### src/rtl/counter_pkg.sv
`default_nettype none
// ============================================================================
// Module      : counter_pkg
// Description : Shared definitions for the up/down counter family.
//               - Run-mode encodings driven on the Mode port
//               - Control FSM state type (RUN / HALT)
// Optional    : none (COUNTER_COMPARE_EN is consumed by counter_updown_mod)
// Revision    : 1.0 - initial release
// ============================================================================
package counter_pkg;

    // Run-mode encodings; 2'b11 is reserved and behaves as wrap.
    localparam logic [1:0] MODE_WRAP    = 2'b00;
    localparam logic [1:0] MODE_SAT     = 2'b01;
    localparam logic [1:0] MODE_ONESHOT = 2'b10;

    // Control FSM: HALT is entered only by a one-shot terminal count.
    typedef enum logic [0:0] {
        RUN  = 1'b0,
        HALT = 1'b1
    } state_t;

endpackage : counter_pkg
`default_nettype wire

### src/rtl/counter_next_val.sv
`default_nettype none
// ============================================================================
// Module      : counter_next_val
// Description : Combinational next-count logic for counter_updown_mod.
//               Produces the value the counter takes if it counts on the
//               next edge, plus terminal count, roll-over and halt request.
// Ports       : i_count      current count (always 0..MODULUS-1)
//               i_up         1 = count up, 0 = count down
//               i_mode       run mode (see counter_pkg)
//               o_next_count value after one count step
//               o_tc         terminal count in the current direction
//               o_roll       step rolls over (wrap mode at terminal count)
//               o_halt_req   step ends a one-shot run
// Optional    : none
// Revision    : 1.0 - initial release
// ============================================================================
module counter_next_val
    import counter_pkg::*;
#(
    parameter int     WIDTH   = 4,
    parameter longint MODULUS = 10
) (
    input  logic [WIDTH-1:0] i_count,
    input  logic             i_up,
    input  logic [1:0]       i_mode,
    output logic [WIDTH-1:0] o_next_count,
    output logic             o_tc,
    output logic             o_roll,
    output logic             o_halt_req
);

    // MODULUS-1 is evaluated in 64-bit before truncation so that
    // MODULUS = 2**WIDTH (even WIDTH = 32) yields the all-ones top value.
    localparam logic [WIDTH-1:0] c_MAX = WIDTH'(MODULUS - 64'd1);
    localparam logic [WIDTH-1:0] c_ONE = WIDTH'(1);

    assign o_tc = i_up ? (i_count == c_MAX) : (i_count == '0);

    // Away from the terminal count a plain +/-1 never leaves 0..MODULUS-1,
    // so no WIDTH+1 intermediate is needed.
    always_comb begin
        o_next_count = i_count;
        o_roll       = 1'b0;
        o_halt_req   = 1'b0;
        if (!o_tc) begin
            o_next_count = i_up ? (i_count + c_ONE) : (i_count - c_ONE);
        end else begin
            case (i_mode)
                MODE_SAT: begin
                    o_next_count = i_count;
                end
                MODE_ONESHOT: begin
                    o_next_count = i_count;
                    o_halt_req   = 1'b1;
                end
                default: begin
                    // Wrap mode and the reserved encoding.
                    o_next_count = i_up ? '0 : c_MAX;
                    o_roll       = 1'b1;
                end
            endcase
        end
    end

endmodule : counter_next_val
`default_nettype wire

### src/rtl/counter_updown_mod.sv
`default_nettype none
// ============================================================================
// Module      : counter_updown_mod
// Description : Parametrised up/down modulo counter with wrap, saturate and
//               one-shot run modes, terminal-count and wrap flags for
//               cascading. All state changes on the falling edge of Clk.
// Ports       : Clk        clock (falling-edge active)
//               Reset      synchronous active-high reset
//               Load       load Count_in (clamped to MODULUS-1)
//               Count_en   count enable
//               Up         1 = up, 0 = down
//               Mode       00 wrap, 01 saturate, 10 one-shot, 11 wrap
//               Count_in   parallel load value
//               Count_out  current count
//               Tc         combinational terminal count
//               Wrap       one-cycle pulse after a roll-over
//               Done       one-shot complete, counter halted
//               Cmp_val    compare value        (COUNTER_COMPARE_EN only)
//               Match      one-cycle match pulse (COUNTER_COMPARE_EN only)
// Optional    : define COUNTER_COMPARE_EN to add the Cmp_val/Match compare.
// Revision    : 1.0 - initial release
// ============================================================================
module counter_updown_mod
    import counter_pkg::*;
#(
    parameter int     WIDTH   = 4,
    parameter longint MODULUS = 10
) (
    input  logic             Clk,
    input  logic             Reset,
    input  logic             Load,
    input  logic             Count_en,
    input  logic             Up,
    input  logic [1:0]       Mode,
    input  logic [WIDTH-1:0] Count_in,
    output logic [WIDTH-1:0] Count_out,
    output logic             Tc,
    output logic             Wrap,
    output logic             Done
`ifdef COUNTER_COMPARE_EN
    ,
    input  logic [WIDTH-1:0] Cmp_val,
    output logic             Match
`endif
);

    localparam logic [WIDTH-1:0] c_MAX = WIDTH'(MODULUS - 64'd1);

    logic [WIDTH-1:0] r_count;
    logic             r_wrap;
    state_t           r_state;

    logic [WIDTH-1:0] w_next_count;
    logic             w_tc;
    logic             w_roll;
    logic             w_halt_req;
    logic [WIDTH-1:0] w_load_val;
    logic             w_count_step;

    counter_next_val #(
        .WIDTH   (WIDTH),
        .MODULUS (MODULUS)
    ) u_next_val (
        .i_count      (r_count),
        .i_up         (Up),
        .i_mode       (Mode),
        .o_next_count (w_next_count),
        .o_tc         (w_tc),
        .o_roll       (w_roll),
        .o_halt_req   (w_halt_req)
    );

    // Out-of-range loads are clamped to the top of the count range.
    assign w_load_val   = (Count_in > c_MAX) ? c_MAX : Count_in;
    assign w_count_step = Count_en && (r_state == RUN);

    always_ff @(negedge Clk) begin
        if (Reset) begin
            r_count <= '0;
            r_wrap  <= 1'b0;
            r_state <= RUN;
        end else if (Load) begin
            r_count <= w_load_val;
            r_wrap  <= 1'b0;
            r_state <= RUN;
        end else if (w_count_step) begin
            r_count <= w_next_count;
            r_wrap  <= w_roll;
            if (w_halt_req) begin
                r_state <= HALT;
            end
        end else begin
            r_wrap  <= 1'b0;
        end
    end

`ifdef COUNTER_COMPARE_EN
    logic r_match;

    // A hold (saturate/one-shot at Tc) does not "become" equal, so a
    // counting step only matches when the value actually changes.
    always_ff @(negedge Clk) begin
        if (Reset) begin
            r_match <= 1'b0;
        end else if (Load) begin
            r_match <= (w_load_val == Cmp_val);
        end else if (w_count_step) begin
            r_match <= (w_next_count != r_count) && (w_next_count == Cmp_val);
        end else begin
            r_match <= 1'b0;
        end
    end

    assign Match = r_match;
`endif

    assign Count_out = r_count;
    assign Tc        = w_tc;
    assign Wrap      = r_wrap;
    assign Done      = (r_state == HALT);

endmodule : counter_updown_mod
`default_nettype wire

### config.mk
export PLATFORM = sky130hd
export DESIGN_NAME = counter_updown_mod
export DESIGN_NICKNAME = d
export VERILOG_FILES = /design/src/rtl/counter_pkg.sv /design/src/rtl/counter_next_val.sv /design/src/rtl/counter_updown_mod.sv
export SDC_FILE = /design/constraint.sdc
export NUM_CORES = 1
export LEC_CHECK = 0
export ABC_AREA = 1
export BUFFER_PORTS_ARGS = -buffer_cell sky130_fd_sc_hd__buf_2
export CAP_MARGIN = 10
export CORE_AREA = 4 4 41 43
export DETAILED_ROUTE_END_ITERATION = 8
export DIE_AREA = 0 0 45 47
export PLACE_DENSITY_LB_ADDON = 0.1
export SYNTH_ARGS = -nofsm -noshare
export SYNTH_HDL_FRONTEND = slang
export SYNTH_HIERARCHICAL = 1
export SYNTH_SLANG_ARGS = --single-unit
### constraint.sdc
create_clock -name Clk -period 1.8 [get_ports Clk]
set_input_delay 0.36 -clock Clk [delete_from_list [all_inputs] [get_ports Clk]]
set_output_delay 0.36 -clock Clk [all_outputs]
set_load 0.005 [all_outputs]
==> out/qor.txt <==
Final Util -> 0.8356
Kind of start point of the critical path -> register
I/O Pins -> 18
Violated checks -> setup timing
Routed vias -> 726
First-pass GRT wire length -> 2601 um
Vias/cell -> 4.808
Clk_lat worst skew -> 0.32 ns
Overall Power -> 688.5 uW
Final WS setup -> -0.6095 ns
DRC violations left -> 0
Hold EP -> Count_out[1]$_SDFFE_NP0P_
Final number of hold-violating endpoints -> 0
Post-route ant nets -> 0
Post-DP HPWL -> 1069 um
Status -> complete, but fails checks
Net Count, Synth -> 94
DR WL/cell -> 12.09 um
Drt total wl -> 1826 um
Fillers -> 78
Largest stage delay, worst path -> 0.35 ns
Layout Nets -> 153
Netlist cell types -> 20
Setup TNS -> -5.666 ns
Pwr Density -> 633.2 nW/um^2
CTS tree -> yes
RSZ-0062 raised after global routing -> yes
VDD IR max -> 0.5806 mV
Die X -> 45 um
Post-synth top cells -> 19 x nand2_1, 14 x inv_1, 8 x nor2_1
CTS buffer count -> 3
Worst slew pin tran -> 0.1895 ns
Synth area leader -> dfxtp_1
Clk sinks -> 6
Critical-path cell list -> nand2_2, o21ai_2, nand3_2, clkinv_2, buf_6, buf_6
CP bufs+invs -> 3
Layout cells sized above 1 -> 0.6029
Gpl congestion -> 0.7450
Initial core utilization -> 0.3865
Worst slack, placed -> -0.6761 ns
IO buf count -> 17
R2r worst-path depth -> 10
Hold_buf cts -> 0
Hold depth -> 3
Leakage -> 0.5981 nW
Pins Over Slew Limit -> 0
Avg Inst Size Synth -> 6.367 sq um
WP data required -> 1.44 ns
CTS clk-pin slew, worst paths -> 0.04 ns
Maximum capacitance violations -> 0
Share of the synthesized area in the top cell type -> 0.2388
FFs w/ async S/R, synth -> 0
Post-synth EDFFs -> 0
H-tree levels -> 1
Crit path capture type -> output port
Vias in the first global route -> 687
N_diodes -> 0
Synth Flop Type -> dfxtp_1
Post-Syn Area -> 503.0 sq um
Die ar. -> 2115 sq um
Setup CP Type -> reg2out
Total grt overflow -> 0
Initial antenna violation count -> 0
GRT Overall Usage -> 0.1718
Pin count of the biggest net entering global routing -> 7
Sequential-to-total area share from yosys stat -> 0.2388
#FFs+latches synth -> 6
Mapped Cells -> 79
Top cells by area, synth -> dfxtp_1 24%, nand2_1 14%, inv_1 10%, ha_1 7.5%, nand3_1 6.0%
Core Area -> 1301 sq um
DR pass1 iterations -> 4
Die height -> 47 um
Hold Path Class -> reg2reg
Worst EP arrival -> 2.05 ns
Delay-heaviest family, CP -> flip-flops
CP dominant cell by count -> buf_6
Skew final -> 0.01785 ns
Yosys Warn Count -> 6
Count leader, synth -> nand2_1
Worst R2R End -> Count_out[3]$_SDFFE_NP0P_
Reg2Reg Launch Point -> Count_out[2]$_SDFFE_NP0P_
Hold wc startpoint -> Count_out[1]$_SDFFE_NP0P_
Final Setup Violations -> 13
Worst R2R Setup Slack -> 0.20 ns
Hold_ws -> 0.6313 ns
Area grow syn2layout -> 116.2%
Slowest CP cell -> dfxtp_4
CTS Buffer Depth -> 2
CP max FO -> 4
CTS root buf -> clkbuf_4
Worst slew margin -> 0.8735
Row cnt -> 13
First DRT Iteration DRCs -> 21
==> cells in the final DEF, fill, tap and decap left out, types with 3 or more instances in the layout <==
cell type,Yosys,final
o21ai_1,2,4
dfxtp_2,0,4
nand3_1,6,5
a21oi_1,3,3
nand2_1,19,17
o21ai_2,2,4
clkbuf_4,0,3
buf_4,0,21
nand2_2,2,4
inv_1,14,17
nor2_1,8,4
nor2_4,0,3
buf_2,0,10
buf_6,0,17
==> state kept, by name, indices dropped and copies added, names as in the netlist <==
signal	count
Count_out	4
Done	1
Wrap	1
==> layer usage <==
metal | up-vias | global-route usage | part of all wire
li1 | 362 | - | -
met1 | 343 | 0.1693 | 0.38
met2 | 17 | 0.3051 | 0.56
met3 | 4 | 0.08046 | 0.055
met4 | 0 | 0.08187 | 0.0082
met5 | - | 0 | 0
==> worst reg2reg max path, stage by stage (launching register included) <==
cell and delay [ns]:
dfxtp_2 0.32, buf_6 0.12, buf_4 0.13, ha_4 0.23, or2_4 0.23, nand3_2 0.05, nand2_1 0.05, nand2_1 0.06
nand2_1 0.06, o21ai_1 0.13, a21oi_1 0.08
==> metrics by stage <==
step / area, sq um / instances
after detailed placement: 753.2 / 123
after CTS: 968.4 / 141
after floorplan: 559.3 / 79
after global routing: 1087 / 151
final: 1087 / 151
after global placement: 753.2 / 123
==> worst max path at each step <==
stage	from	end	cells after the start
after floorplan	Up	Count_out[3]$_SDFFE_NP0P_	9
after global placement	Up	Count_out[3]$_SDFFE_NP0P_	12
after detailed placement	Up	Count_out[3]$_SDFFE_NP0P_	11
after CTS	Count_out[0]$_SDFFE_NP0P_	Tc	6
after global routing	Count_out[0]$_SDFFE_NP0P_	Tc	6
final	Count_out[0]$_SDFFE_NP0P_	Tc	6
==> cell families (layout without fill, tap and decap cells) <==
family / Yosys count / after routing / share of synthesized area
AO/OA/AOI/OAI: 14 / 14 / 0.1667
XOR/XNOR: 1 / 1 / 0.01742
adder cells (fa/ha/maj): 4 / 4 / 0.1144
buffers and inverters: 16 / 73 / 0.1219
AND/OR/NAND/NOR: 38 / 38 / 0.3408
flip-flops: 6 / 6 / 0.2388
==> power by group <==
part	total [mW]	switching, mW	leakage, nW	internal (mW)
sequential	0.154	0.00967	0.0514	0.145
clock	0.186	0.0916	0.0458	0.0943
combinational	0.348	0.149	0.501	0.200
total	0.688	0.250	0.598	0.439
==> area by class of cell <==
class / instances / area, sq um / area share
Clock buffer: 3 / 22.52 / 0.02071
Clock inverter: 6 / 22.52 / 0.02071
Inverter: 15 / 73.82 / 0.06789
Multi-Input combinational cell: 57 / 401.6 / 0.3694
Sequential cell: 6 / 128.9 / 0.1185
Tap cell: 15 / 18.77 / 0.01726
Timing Repair Buffer: 49 / 419.2 / 0.3855
==> repair_timing <==
item                       CTS  global route
setup buffers               10            11
gates resized for setup     26            13
setup endpoints to repair   13            13
pin swaps                   10             6
Note: power is estimated with default switching activity, not from simulation.
